### config.mk
export PLATFORM = sky130hd
export DESIGN_NAME = mul_sequencer
export DESIGN_NICKNAME = d
export VERILOG_FILES = /design/src/rtl/mul_pkg.sv /design/src/rtl/mul_core.sv /design/src/rtl/mul_sequencer.sv
export SDC_FILE = /design/constraint.sdc
export NUM_CORES = 2
export LEC_CHECK = 0
export CAP_MARGIN = 20
export CORE_AREA = 2 2 302 304
export DETAILED_ROUTE_END_ITERATION = 12
export DIE_AREA = 0 0 304 306
export PLACE_DENSITY = 0.75
export SETUP_SLACK_MARGIN = 0.02
export SLEW_MARGIN = 20
export SYNTH_ARGS = -nofsm -noshare
export SYNTH_HDL_FRONTEND = slang
export SYNTH_SLANG_ARGS = --single-unit
### constraint.sdc
create_clock -name clk -period 21.9 [get_ports clk]
set_input_delay 6.57 -clock clk [delete_from_list [all_inputs] [get_ports clk]]
set_output_delay 6.57 -clock clk [all_outputs]
set_load 0.02 [all_outputs]
### src/rtl/mul_pkg.sv
// Shared types and constants for the M-extension multiply sequencer.
package mul_pkg;

    typedef enum logic [1:0] {
        IDLE = 2'd0,
        BUSY = 2'd1,
        DONE = 2'd2
    } state_e;

    localparam int unsigned DEFAULT_MUL_LATENCY = 3;

    localparam logic [2:0] MUL    = 3'b000;
    localparam logic [2:0] MULH   = 3'b001;
    localparam logic [2:0] MULHSU = 3'b010;
    localparam logic [2:0] MULHU  = 3'b011;

endpackage

### src/rtl/mul_core.sv
// Pipelined 33x33 signed multiplier; operands captured on start, product
// stable MUL_LATENCY cycles after the capture cycle.
module mul_core
    import mul_pkg::*;
#(
    parameter int unsigned MUL_LATENCY = DEFAULT_MUL_LATENCY
) (
    input  logic        clk,
    input  logic        reset,
    input  logic        start,
    input  logic        a_signed,
    input  logic        b_signed,
    input  logic [31:0] a,
    input  logic [31:0] b,
    output logic [63:0] product
);

    logic [31:0]        a_q, a_d, b_q, b_d;
    logic signed [32:0] a_ext, b_ext;
    logic signed [63:0] a_w, b_w;
    logic [63:0]        mul_w;

    always_comb begin
        a_d = a_q;
        b_d = b_q;
        if (start) begin
            a_d = a;
            b_d = b;
        end
    end

    always_ff @(posedge clk) begin
        if (reset) begin
            a_q <= '0;
            b_q <= '0;
        end else begin
            a_q <= a_d;
            b_q <= b_d;
        end
    end

    // The 33rd bit is either the sign or zero, so one signed multiply covers s*s, s*u and u*u.
    always_comb begin
        a_ext = {a_signed & a_q[31], a_q};
        b_ext = {b_signed & b_q[31], b_q};
        a_w   = {{31{a_ext[32]}}, a_ext};
        b_w   = {{31{b_ext[32]}}, b_ext};
        mul_w = a_w * b_w;
    end

    if (MUL_LATENCY == 1) begin : g_comb
        assign product = mul_w;
    end else begin : g_pipe
        logic [63:0] prod_q [MUL_LATENCY-1];
        logic [63:0] prod_d [MUL_LATENCY-1];

        always_comb begin
            prod_d[0] = mul_w;
            for (int unsigned i = 1; i < MUL_LATENCY - 1; i++) begin
                prod_d[i] = prod_q[i-1];
            end
        end

        always_ff @(posedge clk) begin
            for (int unsigned i = 0; i < MUL_LATENCY - 1; i++) begin
                prod_q[i] <= prod_d[i];
            end
        end

        assign product = prod_q[MUL_LATENCY-2];
    end

endmodule

### src/rtl/mul_sequencer.sv
// EX-stage multiply sequencer: stalls the front end while mul_core works and
// presents the selected 32-bit result for the EX-to-MEM transfer.
module mul_sequencer
    import mul_pkg::*;
#(
    parameter int unsigned MUL_LATENCY = DEFAULT_MUL_LATENCY
) (
    input  logic        clk,
    input  logic        reset,
    input  logic        ex_valid,
    input  logic        ex_is_mul,
    input  logic [2:0]  funct3,
    input  logic [31:0] rs1_val,
    input  logic [31:0] rs2_val,
    input  logic [4:0]  rd_ex,
    input  logic        flush_E,
    input  logic        hold_M,
    output logic        stall_req,
    output logic        result_valid,
    output logic [31:0] result,
    output logic [4:0]  rd_out,
    output logic        busy
);

    localparam int unsigned    CNT_W    = (MUL_LATENCY > 1) ? $clog2(MUL_LATENCY) : 1;
    localparam logic [CNT_W-1:0] CNT_LOAD = CNT_W'(MUL_LATENCY - 1);

    state_e             state_q, state_d;
    logic [CNT_W-1:0]   cnt_q, cnt_d;
    logic [2:0]         f3_q, f3_d;
    logic [4:0]         rd_q, rd_d;
    logic               a_sgn_q, a_sgn_d;
    logic               b_sgn_q, b_sgn_d;
    logic [31:0]        result_q, result_d;
    logic [4:0]         rd_out_q, rd_out_d;
    logic               rvalid_q, rvalid_d;
    logic               accept;
    logic [63:0]        product;

    assign accept = (state_q == IDLE) && ex_valid && ex_is_mul && !funct3[2] && !flush_E;

    mul_core #(
        .MUL_LATENCY (MUL_LATENCY)
    ) u_mul_core (
        .clk      (clk),
        .reset    (reset),
        .start    (accept),
        .a_signed (a_sgn_q),
        .b_signed (b_sgn_q),
        .a        (rs1_val),
        .b        (rs2_val),
        .product  (product)
    );

    always_comb begin
        state_d  = state_q;
        cnt_d    = cnt_q;
        f3_d     = f3_q;
        rd_d     = rd_q;
        a_sgn_d  = a_sgn_q;
        b_sgn_d  = b_sgn_q;
        result_d = result_q;
        rd_out_d = rd_out_q;
        rvalid_d = rvalid_q;

        case (state_q)
            IDLE: begin
                if (accept) begin
                    state_d = BUSY;
                    cnt_d   = CNT_LOAD;
                    f3_d    = funct3;
                    rd_d    = rd_ex;
                    a_sgn_d = (funct3 != MULHU);
                    b_sgn_d = (funct3 == MUL) || (funct3 == MULH);
                end
            end
            BUSY: begin
                if (flush_E) begin
                    state_d = IDLE;
                end else if (cnt_q == '0) begin
                    state_d  = DONE;
                    result_d = (f3_q == MUL) ? product[31:0] : product[63:32];
                    rd_out_d = rd_q;
                    rvalid_d = 1'b1;
                end else begin
                    cnt_d = cnt_q - CNT_W'(1);
                end
            end
            DONE: begin
                if (flush_E || !hold_M) begin
                    state_d  = IDLE;
                    rvalid_d = 1'b0;
                end
            end
            default: begin
                state_d  = IDLE;
                rvalid_d = 1'b0;
            end
        endcase
    end

    always_ff @(posedge clk) begin
        if (reset) begin
            state_q  <= IDLE;
            cnt_q    <= '0;
            f3_q     <= '0;
            rd_q     <= '0;
            a_sgn_q  <= 1'b0;
            b_sgn_q  <= 1'b0;
            result_q <= '0;
            rd_out_q <= '0;
            rvalid_q <= 1'b0;
        end else begin
            state_q  <= state_d;
            cnt_q    <= cnt_d;
            f3_q     <= f3_d;
            rd_q     <= rd_d;
            a_sgn_q  <= a_sgn_d;
            b_sgn_q  <= b_sgn_d;
            result_q <= result_d;
            rd_out_q <= rd_out_d;
            rvalid_q <= rvalid_d;
        end
    end

    // A flush in DONE must kill the transfer in the same cycle, hence the combinational mask.
    assign result_valid = rvalid_q && !flush_E;
    assign stall_req    = accept || (state_q == BUSY);
    assign busy         = (state_q != IDLE);
    assign result       = result_q;
    assign rd_out       = rd_out_q;

endmodule
* Yosys cells after proc, flatten, opt, wreduce, memory -nomap -nowiden
Memory sizes are Yosys's and may differ from the RTL's.
Cells that the tools add are included.
** Word-level totals
- Output and inout bits :: 40
- RAM bits :: 128
- Memories kept :: 1
- Register bits after elaboration :: 116
- Input port bits :: 78
** Operators by class
- Mux-type cells :: 14
- $mul :: 1
- Bitwise gates (word level) :: 4
- Reductions and logical operators :: 22
- Add/subtract/negate cells :: 1
- Equal/unequal tests :: 10
** Memories
- u_mul_core.g_pipe.prod_q :: depth 2, width 64, read ports 2, clocked after Yosys merged registers in 0, wr ports 2, RTL line mul_core.sv:54 : logic [63:0] prod_q [MUL_LATENCY-1];
** Operators with widths (number)
- multiplier 33 x 33 -> 64 bit :: 1
- two-way mux 32 bit :: 1
- two-way mux 2 bit :: 7
- inequality test 2 bit (second input constant) :: 5
- AND reduction 4 bit :: 2
- zero test 3 bit :: 2
- one-hot mux 2 bit (3 select lines) :: 1
- AND reduction 3 bit :: 2
- logical AND 1 bit :: 5
- zero test 2 bit :: 2
- one-hot mux 2 bit (2 select lines) :: 1
- nonzero test 2 bit :: 2
- == test 3 x 1 -> 1 bit (second input constant) :: 1
- zero test 1 bit :: 3
- logical OR 1 bit :: 3
- two-way mux 1 bit :: 3
- inequality test 3 x 2 -> 1 bit (second input constant) :: 1
- inequality test 3 bit (second input constant) :: 1
- one-hot mux 1 bit (3 select lines) :: 1
- AND 1 bit :: 2
- == test 2 x 1 -> 1 bit (second input constant) :: 1
- == test 2 bit (second input constant) :: 1
- NOT 1 bit :: 2
- AND reduction 2 bit :: 1
- subtractor 2 x 1 -> 2 bit (second input constant) :: 1

* Logic depth before layout (Yosys ltp)
- Word-level depth :: 7
- Gate-level depth with buffers :: 30

* Hierarchy
From an unflattened synthesis, not the netlist that was laid out.
** Second synthesis, totals
- Cell total of the unflattened synthesis :: 4805
- Area, all modules :: 45272.2 um2
** By module, submodules not included
- mul_core :: times used 1, area an instance 42667.2 um2, cells an instance 4527
- mul_sequencer :: times used 1, area an instance 2605.0 um2, cells an instance 278

* Least setup slack after synthesis
Ideal clock, no wire load.
- Path type :: input port to output port
- Start point :: input port flush_E
- End point :: output port stall_req
- Arrival :: 7.406 ns
- Path slack :: 7.924 ns
- Stages :: 4
- Path through :: nor2_1 nand4_1 clkbuf_1 nand2_1
** On the way
- Word-level cells in the longest chain between the ends :: 3
** Ends and longest elaborated chain
- start: declaration :: RTL line mul_sequencer.sv:16 : input logic flush_E,
- zero test 1 bit :: RTL line mul_sequencer.sv:40 : assign accept = (state_q == IDLE) && ex_valid && ex_is_mul && !funct3[2] && !flush_E;
- logical AND 1 bit :: RTL line mul_sequencer.sv:40
- logical OR 1 bit :: RTL line mul_sequencer.sv:128 : assign stall_req = accept || (state_q == BUSY);
- end: declaration :: RTL line mul_sequencer.sv:18 : output logic stall_req,
Every way passes these cells.

* Worst setup path after layout
Ends and elaborated chain as after synthesis.

==> reports/qor.txt <==
Status = finished clean
Die area = 0.09302 mm2
R2R depth = 25
DRT iter0 DRCs = 2143
Number of synthesized flops with an enable pin = 0
Vias in the first global route = 34800
Root buffer cell = clkbuf_16
Post-Syn Nets = 6206
R2r startpoint = a_sgn_q
Core region area = 0.08960 mm2
Post-Synth XOR/XNOR Area = 1.413%
Die Y-Extent = 306 um
WP data required = 15330 ps
Clock Latency Late Sink = 600 ps
Cell mode on critical path = clkdlybuf4s50_1
Clock sink total = 244
CTS Buf Count = 25
CP Buf/Inv Count = 2
Area after DPL = 0.04685 mm2
Largest stage delay on the critical path = 600 ps
Final instance area = 0.04773 mm2
Max transition margin = 27.83%
Max VDD drop = 0.07839 mV
Min-delay src = u_mul_core.g_pipe.prod_q[0][16]
FF/Latch Area = 0.004900 mm2
F_max = 0.06822 GHz
TritonCTS clock tree = built
Ys async rst share = 0%
WL final = 112600 um
Row count = 110
Ports = 118
Setup WS pre-CTS = 7250 ps
Clk slew on worst S/H paths = 70 ps
Share of post-route cells with drive strength above 1 = 3.296%
CP Class = in -> out
Synth Area in Adders = 56.43%
Crit-path max FO = 5
RSZ-0062 raised after global routing = false
Final antenna-violating net count = 0
WHS = 325.8 ps
Largest net degree at the start of global routing = 81
Area of the multi-input gates = 0.03459 mm2
Synthesis-stage register bit count = 244
Initial DRT Pass Iterations = 8
Number of fill cells = 7830
RePlAce Congestion = 0.9228
Post-CTS Setup Inserts = 0
Hold path endpoint = u_mul_core.g_pipe.prod_q[0][80]
Multiplexer share of the synthesized area = 0.8522%
Die Wd = 304 um
Top cells by area, synth = fa_1 50%, dfxtp_1 11%, inv_1 9.4%
Post-Synthesis Cell Area = 0.04463 mm2
Tot GR Track Use = 25.37%
Slowest-stage cell, CP = clkdlybuf4s50_1
H-tree depth = 1
# setup viols final = 0
First-pass GRT wire length = 186300 um
Layout Utilization = 53.27%
WL/cell = 18.96 um
Initial antenna violation count = 1
Fin. Hold Viols = 0
Nets = 6160
# port buffers = 117
Startpoint Class = input pin
Top_reg_cell synth = dfxtp_1
Compound-cell area share of the yosys netlist = 4.222%
Hold buffers post-CTS = 0
Slew at the pin closest to its max-slew limit = 1083 ps
P&R area growth vs syn = 6.927%
Fin crit period = 14660 ps
DP HPWL = 89730 um
Yosys cell types = 71
Crit path DAT = 8090 ps
DRC = 0
Reg-to-reg endpoint = u_mul_core.g_pipe.prod_q[0][60]
Max Root-Sink Buffers = 3
Yosys top cell area share = 50.46%
Mapped Cells = 4790
Yosys top cell by area = fa_1
Lkg Pwr = 23.11 nW
Cts repair resizes = 0
Starting Density = 49.82%
CP cell instances = clkdlybuf4s50_1 -> nor2_1 -> nand4_1 -> nand2_1 -> clkdlybuf4s50_1
Worst Setup SP = flush_E
Final worst slack = 7241 ps
Post-Route Setup TNS = 0 ps
CP endpoint kind = primary output
Routed via count = 31860
Sequential area share after synthesis = 10.94%
Setup Skew = 18.71 ps
Reg-to-reg slack, setup = 11880 ps
Power Dens Cells = 21.49 mW/mm2
Largest family of logic cells by synthesized area = adder cells
Mean Syn Cell Area = 9.318 um2
MaxCap Viol Count = 0
Hold Crit Class = reg -> reg
Pins Over Slew Limit = 0
Synth Warn # = 0
Via/cell ratio = 5.365
Hold path depth = 0
Simple-gate share of the synthesized area = 14.56%
GRT overflow = 0
Antenna diode count = 0
Top delay family on crit path = buffers and inverters
Period utilization = 66.94%
==> layout make-up <==
type	count	area share, %
repair buffers	188	3.565
inverters	1114	8.762
clock buffers	31	1.463
well taps	1176	3.083
clock inverters	15	0.3775
flip-flops and latches	244	10.27
multi-input cells	3171	72.48
==> sequential cells by signal, indices dropped and copies added, names as in the netlist, 3 cells and up <==
name	cells
rd_out	5
u_mul_core.a_q	32
result	32
u_mul_core.g_pipe.prod_q	128
u_mul_core.b_q	32
rd_q	5
f3_q	3
==> through the flow <==
step / std cells / total power [mW]
after floorplan: 4790 / 0.5195
after global placement: 5893 / 0.5665
after detailed placement: 5893 / 0.5685
after CTS: 5939 / 1.028
after global routing: 5939 / 1.055
final: 5939 / 1.026
==> worst max path at each step <==
| stage | slack (ps) | to | cells after the start |
|---|---|---|---|
| 6_report | 7240 | stall_req | 5 |
| 3_3_place_gp | 7210 | stall_req | 5 |
| 3_5_place_dp | 7250 | stall_req | 5 |
| 4_1_cts | 7240 | stall_req | 5 |
| 5_1_grt | 7130 | stall_req | 5 |
| 2_1_floorplan | 7920 | stall_req | 4 |
==> cells by family (layout without fill, tap and decap cells) <==
logic type,after synthesis,count (layout)
flip-flops,244,244
AND/OR/NAND/NOR,1431,1431
multiplexers,38,38
XOR/XNOR,72,72
AO/OA/AOI/OAI,292,292
adder cells (fa/ha/maj),1338,1338
buffers and inverters,1375,1348
==> placed cells by master (no fill, tap or decap), types with 7 or more instances in the layout <==
cell type	count
ha_1	213
dfxtp_2	12
fa_1	1125
nand2_1	875
a31oi_1	9
inv_1	1114
buf_4	72
dfxtp_1	232
and2_1	349
a211oi_1	37
clkdlybuf4s50_1	116
xor2_1	14
o21bai_1	7
or2_2	8
mux2i_1	38
o21ai_0	21
nor2_1	106
nor2b_1	9
nor3_1	12
nand3_1	11
xnor2_1	58
o21ai_1	9
nand4_1	8
a21oi_1	131
a21o_1	27
clkbuf_16	25
and3_1	24
==> synthesized netlist by cell type, types with 14 or more instances <==
cell type	instances
a21o_1	27
and2_1	349
a211oi_1	37
xnor2_1	58
inv_1	1114
nor3_1	14
a21oi_1	131
xor2_1	14
nand2_1	875
mux2i_1	38
fa_1	1125
nor2_1	106
clkbuf_1	254
dfxtp_1	244
ha_1	213
o21ai_0	21
and3_1	24
==> where the power goes <==
part	switching, mW	leakage, nW	total, mW	internal (mW)
sequential	0.00865	1.98	0.461	0.452
combinational	0.0646	20.7	0.0992	0.0346
clock	0.209	0.438	0.465	0.256
total	0.283	23.1	1.03	0.743
==> per-layer routing <==
metal / up-vias / wire [um] / share of wire, % / track usage [%]
met5: - / 10 / 0.0089 / 0
li1: 13730 / - / - / -
met4: 2 / 4266 / 3.8 / 8.400
met2: 1430 / 54820 / 49 / 42.67
met3: 280 / 9750 / 8.7 / 4.486
met1: 16420 / 43790 / 39 / 33.41
(Power assumes the default switching activity.)
